[config.mk]
export PLATFORM = sky130hd
export DESIGN_NAME = tdm_demux_2ch
export DESIGN_NICKNAME = d
export VERILOG_FILES = /design/src/rtl/tdm_demux_2ch.sv
export SDC_FILE = /design/constraint.sdc
export NUM_CORES = 1
export LEC_CHECK = 0
export CORE_ASPECT_RATIO = 1.4
export CORE_UTILIZATION = 51
export CTS_CLUSTER_SIZE = 20
export DETAILED_ROUTE_END_ITERATION = 8
export GPL_TIMING_DRIVEN = 0
export HOLD_SLACK_MARGIN = 0.15
export PLACE_DENSITY = 0.74
export SLEW_MARGIN = 20
export SYNTH_ARGS = -nofsm -noshare
export SYNTH_HDL_FRONTEND = slang
export SYNTH_SLANG_ARGS = --single-unit
export TNS_END_PERCENT = 100
[constraint.sdc]
create_clock -name clk -period 1.9 [get_ports clk]
set_input_delay 0.38 -clock clk [delete_from_list [all_inputs] [get_ports clk]]
set_output_delay 0.38 -clock clk [all_outputs]
set_load 0.02 [all_outputs]
[src/rtl/tdm_demux_2ch.sv]
// Two-channel TDM bit-serial demultiplexer: hunts for frame_sync, then splits the
// interleaved stream (ch0 slot first, MSB-first) into two WIDTH-bit words.
module tdm_demux_2ch #(
    parameter int WIDTH = 8
) (
    input  logic             clk,
    input  logic             rst,
    input  logic             din,
    input  logic             din_valid,
    input  logic             frame_sync,
    output logic [WIDTH-1:0] ch0_data,
    output logic             ch0_valid,
    output logic [WIDTH-1:0] ch1_data,
    output logic             ch1_valid,
    output logic             locked,
    output logic             sync_err
);
    localparam int BW = (WIDTH > 2) ? $clog2(WIDTH) : 1;
    localparam logic [BW-1:0] LAST = BW'(WIDTH - 1);

    typedef enum logic {HUNT, RUN} state_t;

    state_t           state;
    logic             slot;
    logic [BW-1:0]    bit_idx;
    logic [WIDTH-1:0] sh0, sh1;

    logic [WIDTH-1:0] sh0_next, sh1_next, first_bit;
    assign sh0_next  = {sh0[WIDTH-2:0], din};
    assign sh1_next  = {sh1[WIDTH-2:0], din};
    assign first_bit = {{(WIDTH-1){1'b0}}, din};

    always_ff @(posedge clk) begin
        if (rst) begin
            state     <= HUNT;
            slot      <= 1'b0;
            bit_idx   <= '0;
            sh0       <= '0;
            sh1       <= '0;
            ch0_data  <= '0;
            ch1_data  <= '0;
            ch0_valid <= 1'b0;
            ch1_valid <= 1'b0;
            locked    <= 1'b0;
            sync_err  <= 1'b0;
        end else begin
            ch0_valid <= 1'b0;
            ch1_valid <= 1'b0;
            sync_err  <= 1'b0;
            if (din_valid) begin
                case (state)
                    HUNT: begin
                        if (frame_sync) begin
                            sh0     <= first_bit;
                            sh1     <= '0;
                            slot    <= 1'b1;
                            bit_idx <= '0;
                            state   <= RUN;
                            locked  <= 1'b1;
                        end
                    end
                    RUN: begin
                        if (frame_sync && (slot || bit_idx != '0)) begin
                            // Misplaced sync: drop both partial words and restart the frame on this bit.
                            sync_err <= 1'b1;
                            sh0      <= first_bit;
                            sh1      <= '0;
                            slot     <= 1'b1;
                            bit_idx  <= '0;
                        end else if (!slot) begin
                            sh0  <= sh0_next;
                            slot <= 1'b1;
                            if (bit_idx == LAST) begin
                                ch0_data  <= sh0_next;
                                ch0_valid <= 1'b1;
                            end
                        end else begin
                            sh1  <= sh1_next;
                            slot <= 1'b0;
                            if (bit_idx == LAST) begin
                                ch1_data  <= sh1_next;
                                ch1_valid <= 1'b1;
                                bit_idx   <= '0;
                            end else begin
                                bit_idx <= bit_idx + 1'b1;
                            end
                        end
                    end
                    default: state <= HUNT;
                endcase
            end
        end
    end
endmodule
==> impl_metrics.env <==
export IMPL_syn_instance_count=160
export IMPL_synthFlopType="dfxtp_1"
export IMPL_p_per_area_mw_per_mm2=841
export IMPL_final_nets=199
export IMPL_holdCritPathClass="primary input to register"
export IMPL_seq_area_um2=781
export IMPL_place_hpwl_mm=2.20
export IMPL_period_share_pct=90.3
export IMPL_cts_htree_levels=2
export IMPL_detail_route_wl_per_cell_um=13.6
export IMPL_hold_buffers=0
export IMPL_fp_row_count=23
export IMPL_drt_wl_total_mm=3.11
export IMPL_cts_buffers=5
export IMPL_dieArea_mm2=0.00318
export IMPL_power_leakage_nw=0.692
export IMPL_final_setup_viol_count=0
export IMPL_max_vdd_ir_drop_mv=0.684
export IMPL_async_flop_share_pct=0
export IMPL_tightestPinTransition_ns=0.520
export IMPL_ys_warn_count=0
export IMPL_grt_total_usage_pct=22.7
export IMPL_clkTransAtPathRegs_ns=0.07
export IMPL_nFillCells=231
export IMPL_cp_max_fo=10
export IMPL_clock_path_buffers=2
export IMPL_yosysMostFrequentCell="dfxtp_1"
export IMPL_relSlewSlack_pct=65.1
export IMPL_grt_pass1_vias=1142
export IMPL_rsz0062_at_grt="no"
export IMPL_first_pass_iters=4
export IMPL_yosysUniqueCellTypes=29
export IMPL_worstSetupPathType="primary input to register"
export IMPL_drive_gt1_share_pct=8.85
export IMPL_grt_pass1_wl_mm=4.94
export IMPL_clkLatencyLatePin_ns=0.29
export IMPL_fin_cells=229
export IMPL_p_sw_share_pct=21.0
export IMPL_portBuffers=23
export IMPL_pwr_share_seq_pct=51.4
export IMPL_pwr_share_comb_pct=5.1
export IMPL_p_switching_mw=0.340
export IMPL_fin_crit_ns=1.72
export IMPL_synth_edff_count=0
export IMPL_synth_area_per_cell_um2=9.43
export IMPL_power_share_clock_pct=43.5
export IMPL_cp_data_arrival_time_ns=1.94
export IMPL_cts_tree="built"
export IMPL_synth_largest_area_cell="dfxtp_1"
export IMPL_areaGrowthSynthToFinish_pct=27.6
export IMPL_ant_nets=0
export IMPL_p_int_mw=1.28
export IMPL_gr_total_overflow=0
export IMPL_antenna_found_initial=0
export IMPL_startpoint_type="primary input"
export IMPL_die_x_um=48.0
export IMPL_vias=1228
export IMPL_synth_top_area_share_pct=51.7
export IMPL_drc=0
export IMPL_maxCapViolCount=0
export IMPL_multi_input_area_um2=672
export IMPL_seq_area_frac_synth_pct=51.7
export IMPL_gp_congestion=0.813
export IMPL_dp_cells=220
export IMPL_syn_area_mm2=0.00151
export IMPL_clock_sinks=39
export IMPL_end_kind="register"
export IMPL_io_pins=25
export IMPL_outcome="completed"
export IMPL_total_power_mw=1.62
export IMPL_worstPathRequired_ns=2.12
export IMPL_grt_max_degree=13
export IMPL_die_h_um=66.4
export IMPL_synth_nets=168
export IMPL_synth_seq_cells=39
export IMPL_drt_iter0_markers=22
export IMPL_synth_area_top_cells="dfxtp_1 (52%), mux2i_1 (6.0%), nand3_1 (5.6%)"
export IMPL_final_max_slew_viol_count=0
export IMPL_initial_utilization_pct=53.0
export IMPL_clock_root_buffer="clkbuf_8"
export IMPL_clock_skew_ns=0.00346
export IMPL_antenna_cells=0
export IMPL_coreArea_mm2=0.00285
export IMPL_viasPerCell=5.36
export IMPL_ys_top_cells_by_count="dfxtp_1 (39), nand3_1 (17), nor2_1 (16)"
export IMPL_fmax_mhz=583
export IMPL_hold_violations=0
==> final cells by class <==
cell class	instances	area share, %
buffer	9	2.08
clock buffer	6	4.29
clock inverter	2	1.82
inverter	5	0.975
multi-input combinational	107	34.9
sequential	39	40.5
tap	37	2.40
timing repair buffer	24	13.0
==> stage by stage <==
step / hold slack (ns) / TNS (ns) / utilization (%) / setup WS, ns / area, um2
after floorplan: 0.444 / 0 / - / 0.259 / 1510
after global placement: 0.444 / -1.79 / 62.7 / -0.184 / 1790
after detailed placement: 0.448 / -2.36 / 62.7 / -0.218 / 1790
after CTS: 0.443 / 0 / 67.5 / 0.104 / 1920
after global routing: 0.467 / 0 / 67.6 / 0.0482 / 1930
final: 0.449 / 0 / 67.6 / 0.184 / 1930
==> sequential cells by signal (all words and copies together) (netlist names) <==
signal	flops
state	1
sh0	7
sh1	7
ch0_data	8
locked	1
ch0_valid	1
slot	1
bit_idx	3
ch1_valid	1
ch1_data	8
sync_err	1
==> power groups by stage <==
stage / registers (mW) / logic [mW] / clock network (mW)
after floorplan: 0.852 / 0.0526 / 0
after global placement: 0.851 / 0.0792 / 0
after detailed placement: 0.852 / 0.0816 / 0
after CTS: 0.833 / 0.0821 / 0.719
after global routing: 0.834 / 0.0888 / 0.758
final: 0.833 / 0.0818 / 0.705
==> cells by family after synthesis <==
kind of cell / count (synthesis) / synth area share (%)
and+or+nand+nor: 61 / 21.2
muxes: 9 / 5.97
AOI/OAI and AO/OA: 34 / 14.8
adders and majority gates: 3 / 2.49
DFF: 39 / 51.7
buffers and inverters: 14 / 3.73
==> layout by cell type (no fill, tap or decap), types with 2 or more instances in the layout <==
| master | count |
|---|---|
| clkdlybuf4s50_1 | 23 |
| a22oi_1 | 6 |
| dfxtp_1 | 39 |
| inv_1 | 5 |
| nor3b_1 | 3 |
| clkbuf_8 | 6 |
| o21ai_0 | 9 |
| mux2i_1 | 9 |
| clkbuf_1 | 6 |
| buf_2 | 2 |
| nand3_1 | 17 |
| nor2_1 | 16 |
| a21oi_1 | 10 |
| nand2_1 | 10 |
| ha_1 | 3 |
| nand2b_1 | 9 |
==> critical path: stages <==
cell	delay, ns
clkdlybuf4s50_1	0.63
and4b_2	0.28
clkbuf_1	0.36
nand3_1	0.15
a21oi_1	0.13
==> routing by layer <==
metal  share of wire, %  wire length, um  track usage, %
met5                  0                0               0
met4               0.80               25            10.4
met3                3.0               94            7.38
met2                 54             1690            38.2
met1                 42             1300            24.4
==> final timing paths <==
kind | start | end | slack [ns] | cells past startpoint
worst max-delay path | din_valid | ch1_data[6] | 0.18 | 5
worst min-delay path | frame_sync | sync_err | 0.45 | 3
worst max register to register | bit_idx[0] | bit_idx[1] | 0.19 | 6
worst min register to register | ch1_data[6] | ch1_data[6] | 0.45 | 2
==> repair_timing <==
action,CTS,global route
setup buffers,1,0
setup endpoints to repair,8,8
pin swaps,1,1
gates resized for setup,0,1
No activity file was read; power rests on OpenSTA's default activity.
